$ cat config.mk
export PLATFORM = sky130hd
export DESIGN_NAME = cur_block_buffer_flat
export DESIGN_NICKNAME = d
export VERILOG_FILES = /design/src/rtl/cur_block_buffer_if.sv /design/src/rtl/cur_block_buffer.sv /design/src/flat_wrapper.sv
export SDC_FILE = /design/constraint.sdc
export NUM_CORES = 2
export LEC_CHECK = 0
export BUFFER_PORTS_ARGS = -buffer_cell sky130_fd_sc_hd__clkbuf_2
export CAP_MARGIN = 10
export CORE_MARGIN = 8
export CORE_UTILIZATION = 63
export DETAILED_ROUTE_END_ITERATION = 8
export PLACE_DENSITY = 0.86
export SLEW_MARGIN = 20
export SYNTH_ARGS = -nofsm -noshare
export SYNTH_HDL_FRONTEND = slang
export SYNTH_SLANG_ARGS = --single-unit
$ cat constraint.sdc
create_clock -name clk -period 13 [get_ports clk]
set_clock_uncertainty 0.05 [all_clocks]
set_input_delay 1.3 -clock clk [delete_from_list [all_inputs] [get_ports clk]]
set_output_delay 1.3 -clock clk [all_outputs]
set_load 0.03 [all_outputs]
$ cat src/rtl/cur_block_buffer_if.sv
// Write channel of the current-block ping-pong buffer.
// Valid/ready handshake carrying one packed pixel word.
interface cur_block_buffer_if #(
  parameter int PIX_W  = 8,
  parameter int IN_PIX = 4
);
  logic                    wr_valid;
  logic                    wr_ready;
  logic [IN_PIX*PIX_W-1:0] wr_data;

  modport master (
    output wr_valid,
    output wr_data,
    input  wr_ready
  );

  modport slave (
    input  wr_valid,
    input  wr_data,
    output wr_ready
  );
endinterface

$ cat src/rtl/cur_block_buffer.sv
// Ping-pong buffer for current-frame blocks feeding the PE array.
// One bank fills in raster order while the other drives blk_out.
module cur_block_buffer #(
  parameter int BLK     = 8,
  parameter int PIX_W   = 8,
  parameter int IN_PIX  = 4,
  parameter int STAGGER = 1
) (
  input  logic                                clk,
  input  logic                                rst,
  cur_block_buffer_if.slave                   wr,
  input  logic                                next_block,
  output logic                                swap_err,
  output logic                                wr_full,
  output logic                                blk_valid,
  output logic [BLK*BLK*PIX_W-1:0]            blk_out,
  output logic                                xfer,
  output logic [((BLK>2)?$clog2(BLK):1)-1:0] xfer_row
);

  localparam int XW      = (BLK > 2) ? $clog2(BLK) : 1;
  localparam int NPIX    = BLK * BLK;
  localparam int ROW_W   = BLK * PIX_W;
  localparam int WORD_W  = IN_PIX * PIX_W;
  localparam int BANK_W  = NPIX * PIX_W;
  localparam int WPW     = (NPIX > 2) ? $clog2(NPIX) : 1;
  localparam int LAST_WP = NPIX - IN_PIX;

  typedef enum logic {
    ST_LOAD,
    ST_XFER
  } state_t;

  state_t           state_q, state_d;
  logic             rd_sel_q, rd_sel_d;
  logic [WPW-1:0]   wp_q, wp_d;
  logic             wr_full_q, wr_full_d;
  logic             blk_valid_q, blk_valid_d;
  logic [XW-1:0]    xfer_row_q, xfer_row_d;
  logic             swap_err_q, swap_err_d;

  logic [1:0][BANK_W-1:0] bank_q, bank_d;

  logic wr_ready_int;
  logic wr_en;
  logic swap_ok;
  logic wr_bank;

  assign wr_ready_int = !wr_full_q && (state_q == ST_LOAD);
  assign wr_en        = wr.wr_valid && wr_ready_int;
  assign swap_ok      = next_block && wr_full_q
                        && (state_q == ST_LOAD);
  assign wr_bank      = ~rd_sel_q;

  assign wr.wr_ready = wr_ready_int;
  assign wr_full     = wr_full_q;
  assign blk_valid   = blk_valid_q;
  assign xfer        = (state_q == ST_XFER);
  assign xfer_row    = xfer_row_q;
  assign swap_err    = swap_err_q;

  // Fill pointer, bank swap and staggered handover sequencing.
  always_comb begin
    state_d     = state_q;
    rd_sel_d    = rd_sel_q;
    wp_d        = wp_q;
    wr_full_d   = wr_full_q;
    blk_valid_d = blk_valid_q;
    xfer_row_d  = xfer_row_q;
    swap_err_d  = next_block && !swap_ok;
    unique case (state_q)
      ST_LOAD: begin
        if (wr_en) begin
          if (wp_q == WPW'(LAST_WP)) begin
            wr_full_d = 1'b1;
          end else begin
            wp_d = wp_q + WPW'(IN_PIX);
          end
        end
        if (swap_ok) begin
          rd_sel_d    = ~rd_sel_q;
          wp_d        = '0;
          wr_full_d   = 1'b0;
          blk_valid_d = 1'b1;
          if (STAGGER != 0) begin
            state_d    = ST_XFER;
            xfer_row_d = '0;
          end
        end
      end
      ST_XFER: begin
        if (xfer_row_q == XW'(BLK - 1)) begin
          state_d    = ST_LOAD;
          xfer_row_d = '0;
        end else begin
          xfer_row_d = xfer_row_q + XW'(1);
        end
      end
      default: begin
        state_d = ST_LOAD;
      end
    endcase
  end

  // Control state registers.
  always_ff @(posedge clk or negedge rst) begin
    if (!rst) begin
      state_q     <= ST_LOAD;
      rd_sel_q    <= 1'b0;
      wp_q        <= '0;
      wr_full_q   <= 1'b0;
      blk_valid_q <= 1'b0;
      xfer_row_q  <= '0;
      swap_err_q  <= 1'b0;
    end else begin
      state_q     <= state_d;
      rd_sel_q    <= rd_sel_d;
      wp_q        <= wp_d;
      wr_full_q   <= wr_full_d;
      blk_valid_q <= blk_valid_d;
      xfer_row_q  <= xfer_row_d;
      swap_err_q  <= swap_err_d;
    end
  end

  // Place an accepted word into the write bank.
  always_comb begin
    bank_d = bank_q;
    if (wr_en) begin
      bank_d[wr_bank][int'(wp_q)*PIX_W +: WORD_W] = wr.wr_data;
    end
  end

  // Pixel storage carries no reset.
  always_ff @(posedge clk) begin
    bank_q <= bank_d;
  end

  // Rows up to the wavefront come from the new bank, the rest from the old.
  always_comb begin
    blk_out = '0;
    if (blk_valid_q) begin
      for (int r = 0; r < BLK; r++) begin
        if ((state_q == ST_XFER) && (XW'(r) > xfer_row_q)) begin
          blk_out[r*ROW_W +: ROW_W] = bank_q[~rd_sel_q][r*ROW_W +: ROW_W];
        end else begin
          blk_out[r*ROW_W +: ROW_W] = bank_q[rd_sel_q][r*ROW_W +: ROW_W];
        end
      end
    end
  end

endmodule

$ cat src/flat_wrapper.sv
// flat-port wrapper written by rule: the top's interface ports become plain ports
module cur_block_buffer_flat 
#(
  parameter int BLK     = 8,
  parameter int PIX_W   = 8,
  parameter int IN_PIX  = 4,
  parameter int STAGGER = 1
)
  (clk, rst, next_block, swap_err, wr_full, blk_valid, blk_out, xfer, xfer_row, wr_wr_valid, wr_wr_data, wr_wr_ready);
  cur_block_buffer_if #(.PIX_W(PIX_W), .IN_PIX(IN_PIX)) wr_i ();
  input  logic clk;
  input  logic rst;
  input  logic next_block;
  output logic swap_err;
  output logic wr_full;
  output logic blk_valid;
  output logic [BLK*BLK*PIX_W-1:0] blk_out;
  output logic xfer;
  output logic [((BLK>2)?$clog2(BLK):1)-1:0] xfer_row;
  input wire logic [$bits(wr_i.wr_valid)-1:0] wr_wr_valid;
  input wire logic [$bits(wr_i.wr_data)-1:0] wr_wr_data;
  output wire logic [$bits(wr_i.wr_ready)-1:0] wr_wr_ready;
  assign wr_i.wr_valid = wr_wr_valid;
  assign wr_i.wr_data = wr_wr_data;
  assign wr_wr_ready = wr_i.wr_ready;
  cur_block_buffer #(.BLK(BLK), .PIX_W(PIX_W), .IN_PIX(IN_PIX), .STAGGER(STAGGER)) u_core (.clk(clk), .rst(rst), .wr(wr_i), .next_block(next_block), .swap_err(swap_err), .wr_full(wr_full), .blk_valid(blk_valid), .blk_out(blk_out), .xfer(xfer), .xfer_row(xfer_row));
endmodule
### Word level (Yosys, flattened, before mapping)

Cells that the tools add are included.

| storage, ports and cells | value |
|---|---|
| register bits after elaboration | 1038 |
| input bits | 36 |
| output and inout bits | 520 |
| logic and storage cells | 80 |

| cells by class | value |
|---|---|
| add/subtract/negate cells | 3 |
| $lt $le $gt $ge | 11 |
| eq/ne operators | 4 |
| shifts and indexed selects | 2 |
| muxes and demuxes | 28 |
| bitwise logic cells | 2 |
| reduce and logical (&&, ||, !) cells | 21 |

Operator list:

| cell | count |
|---|---|
| two-way mux 512 bit | 6 |
| bitwise mux 1024 bit | 1 |
| demux 512 bit (select 1 bit) | 1 |
| two-way mux 64 bit | 8 |
| variable shift 32 x 33 -> 512 bit (first input constant) | 1 |
| indexed part select 32 x 33 -> 512 bit | 1 |
| negation 9 -> 33 bit | 1 |
| two-way mux 6 bit | 3 |
| logical AND 1 bit | 14 |
| > comparator 3 bit (first input constant) | 4 |
| adder 6 x 3 -> 6 bit (second input constant) | 1 |
| equality test 6 bit (second input constant) | 1 |
| > comparator 1 x 3 -> 1 bit (first input constant) | 2 |
| > comparator 2 x 3 -> 1 bit (first input constant) | 2 |
| two-way mux 3 bit | 2 |
| one-hot mux 3 bit (2 select lines) | 1 |
| AND reduction 3 bit | 2 |
| two-way mux 1 bit | 5 |
| < comparator 1 x 2 -> 1 bit (second input constant) | 2 |
| != test 2 x 1 -> 1 bit (second input constant) | 2 |
| nonzero test 2 bit | 2 |
| adder 3 x 1 -> 3 bit (second input constant) | 1 |
| equality test 3 bit (second input constant) | 1 |
| zero test 1 bit | 2 |
| 4 further kinds | 5 |

### Logic depth before layout (Yosys ltp)

| depth | value |
|---|---|
| depth in word-level cells | 6 |
| mapped depth | 9 |
| depth with buffers taken out | 6 |

### Worst setup path before layout

Ideal clock, no wire load.

| path | value |
|---|---|
| path kind | input-to-reg |
| start | input wr_wr_valid |
| end | register u_core.bank_q[352] in the netlist's numbering, enable pin |
| library setup time | 0.435 ns |
| arrival | 3.872 ns |
| data required time | 12.515 ns |
| slack | 8.643 ns |
| stages | 4 |
| buffers on the path | 1 |
| cells stage by stage | nor3b_1 > nand4_1 > clkbuf_1 > nor3_1 |

| between the ends | value |
|---|---|
| cells in the longest elaborated chain, start to end | 1 |

Ends and longest elaborated chain:

| element | line | text |
|---|---|---|
| from (decl) | flat_wrapper.sv:20 | `input wire logic [$bits(wr_i.wr_valid)-1:0] wr_wr_valid;` |
| logical AND 1 bit | cur_block_buffer.sv:50 | `assign wr_en = wr.wr_valid && wr_ready_int;` |
| to (signal assigned) | cur_block_buffer.sv:136 | `bank_q <= bank_d;` |
| to (decl) | cur_block_buffer.sv:42 | `logic [1:0][BANK_W-1:0] bank_q, bank_d;` |

No other way between the ends.
A chain may end at the register's enable or synchronous reset.

### Worst setup path in the final report

| path | value |
|---|---|
| start | register u_core.blk_valid_q (netlist: u_core.blk_valid) |
| end | output blk_out[200] |

| between the ends | value |
|---|---|
| cells in the longest elaborated chain, start to end | 1 |

Ends and longest elaborated chain:

| element | line | text |
|---|---|---|
| from (decl) | cur_block_buffer.sv:38 | `logic blk_valid_q, blk_valid_d;` |
| from (signal assigned) | cur_block_buffer.sv:120 | `blk_valid_q <= blk_valid_d;` |
| two-way mux 512 bit | cur_block_buffer.sv:142 | `if (blk_valid_q) begin` |
| to (decl) | flat_wrapper.sv:17 | `output logic [BLK*BLK*PIX_W-1:0] blk_out;` |

No other way between the ends.

==> run metrics <==
Tot Pwr 12.7 mW; total wire length 146000 um; RSZ-0062 raised after global routing no; Layout area overhead 15.6%; CTS Hold Buffers Added 0; Worst Tran Pin Value 1.14 ns; Synth top area share 0.691; fin crit period 6.14 ns; CTS tree built; outcome complete, no violations; Post-synth EDFFs 1024; commonest cells after routing, fill and taps aside 1024 x edfxtp_1, 839 x nand3_1, 619 x nand2_1; largest net degree at the start of global routing 298; Nets 4266; Synth Cell Area 44500 um^2; delay of the slowest critical-path stage 0.93 ns; synthesized-area fraction occupied by adder cells 0.00225; Synth Area in Simple Gates 0.220; antenna-violating nets left 0; vias in the first global route 33000; Async SR Flop Fraction 0.0116; Setup Buffers After CTS 0; Final WS setup 6.86 ns; Post-CTS Resized 0; Startpoint Class flip-flop; Req. time, crit path 11.65 ns; Clk Latency, worst-skew pair 0.66 ns; post-DR vias/cell 6.58; Min-Delay Path Class in2async; Synth Flop Type edfxtp_1; Leak 19.7 nW; Vias 34600; Final Hold Fails 0; Syn Area/Cell 11.7 um^2; Die Ht 282 um; CP bufs+invs 5; Clock Sinks 1036; WP depth 7; CP endpoint kind output pin; PD cells 246 nW/um^2; max-slew violation count 0; Met3 Routed Length 19800 um; CTS H-tree lvls 3; storage element area 31100 um^2; Port Buffers 555; Netlist cell types 46; core area 70000 um^2; post-synthesis mux area share 0.0144; Reg2Reg Launch Point u_core.wp_q[2]; Worst EP arrival 4.79 ns; post-synthesis sequential area ratio 0.698; critical path's top delay family buffers and inverters; fin cells 5252; worst-path cell chain buf_12 > buf_16 > buf_6 > buf_4 > nand2_1 > mux2i_1 > clkbuf_2; Final setup viols 0; first-pass GRT wire length 207000 um; Die X 282 um; Cells after Synth 3816; gpl congestion 0.901; DP HPWL 92400 um; Max Root-Sink Buffers 3; drt drc 0; Placed Area 48100 um^2; # rows 97; final core occ 0.735; FILL cells 4435; largest family of logic cells by synthesized area simple AND/OR/NAND/NOR gates; compound-gate portion of the synthesized area 0.0324; max cap viols 0; Synth Warn # 0; Place WS 7.54 ns; DR WL met2 69500 um; drt wl/cell 27.8 um; Iteration-0 DRC Markers 5927; DRT met1 WL 46000 um; initial core utilization 0.636; Reg2Reg Setup Slack 8.29 ns; post-route cell area 51500 um^2; Post-Place Cells 5057; dominant cells by area after synthesis edfxtp_1 69%, nand3_1 9.4%, nand2_1 5.3%; Crit-path slowest cell dfrtp_4; GRT Residual Overflow 0; Fin Hold WS 0.480 ns; CTS Buf Count 101; clk root buf clkbuf_16; register clock-pin slew on the reported worst setup and hold paths 0.06 ns; Yosys reg bits 1036; area of the multi-input gates 12600 um^2; initial antenna violation count 11; most common cell after layout, fill and taps aside edfxtp_1; Total GRT Usage 0.354; post-route clock period utilization 0.473; Peak Freq 0.163 GHz; DIE AREA 79400 um^2; setup_tns 0 ns; RR Endpoint u_core.bank_q[602]; Top Layer Used met5; Max VDD drop 0.221 mV; area leader, netlist edfxtp_1; DR pass1 iterations 9; Synthesized Nets 3860; Slew Limit Headroom 0.234; XOR/XNOR Fraction of Synth Area 0.00267; Top-Level Pins 556; layout cell share with drive strength beyond 1 0.200; R2R depth 8; type of the worst setup path reg2out; crit path max fanout 211
## cells by family (layout without fill, tap and decap cells)
group | count (synthesis) | after routing
buffers and inverters | 335 | 819
and+or+nand+nor | 2147 | 2147
muxes | 64 | 64
adders and majority gates | 8 | 8
xor gates and xnor gates | 11 | 11
DFF | 1036 | 1036
other | 0 | 12
AOI/OAI and AO/OA | 215 | 215
## metal layers
metal | track usage | vias up
li1 | - | 14500
met1 | 0.421 | 16600
met2 | 0.562 | 2868
met3 | 0.100 | 590
met4 | 0.235 | 8
met5 | 0 | -
## cells in the mapped netlist (2+ instances only)
cell type	instances
o31ai_1	2
nand2_1	624
o21ai_0	70
and2_1	127
nor3_1	64
xnor2_1	8
a21boi_1	82
nor2b_1	3
buf_4	8
mux2i_1	64
edfxtp_1	1024
nor2_1	397
dfrtp_1	12
xnor2_2	3
buf_2	15
nand2b_1	8
a21boi_0	47
a21oi_1	3
o211ai_1	3
o21a_1	2
clkbuf_1	266
nand4_1	67
buf_6	6
buf_1	30
nand3_1	840
ha_1	8
nand3b_1	2
inv_1	9
nor3b_1	5
## sequential cells by signal, summed over array words and instances (netlist names)
| name | count |
|---|---|
| u_core.xfer_row | 3 |
| u_core.bank_q | 1024 |
| u_core.swap_err | 1 |
| u_core.blk_valid | 1 |
| u_core.xfer | 1 |
| u_core.wr_full | 1 |
| u_core.rd_sel_q | 1 |
| u_core.wp_q | 4 |
## power breakdown
| group | total (mW) | internal, mW | switching [mW] |
|---|---|---|---|
| clock network | 2.88 | 1.62 | 1.26 |
| registers | 4.01 | 3.91 | 0.107 |
| logic | 5.78 | 1.15 | 4.64 |
| total | 12.7 | 6.67 | 6.01 |
## layout make-up
type | count | share of cell area
Clock buffer | 119 | 0.0508
Clock inverter | 62 | 0.0115
Inverter | 10 | 0.000730
Tap cell | 940 | 0.0229
Multi-Input combinational cell | 2445 | 0.244
Antenna cell | 12 | 0.000584
Timing Repair Buffer | 628 | 0.0655
Sequential cell | 1036 | 0.604
## how the worst max path moves through the flow
stage / from / end / slack (ns)
2_1_floorplan: wr_wr_valid / u_core.bank_q[352] / 8.64
3_3_place_gp: u_core.blk_valid / blk_out[200] / 7.75
3_5_place_dp: u_core.blk_valid / blk_out[200] / 7.54
4_1_cts: u_core.blk_valid / blk_out[200] / 6.81
5_1_grt: u_core.blk_valid / blk_out[200] / 6.68
6_report: u_core.blk_valid / blk_out[200] / 6.86
(Power assumes the default switching activity.)
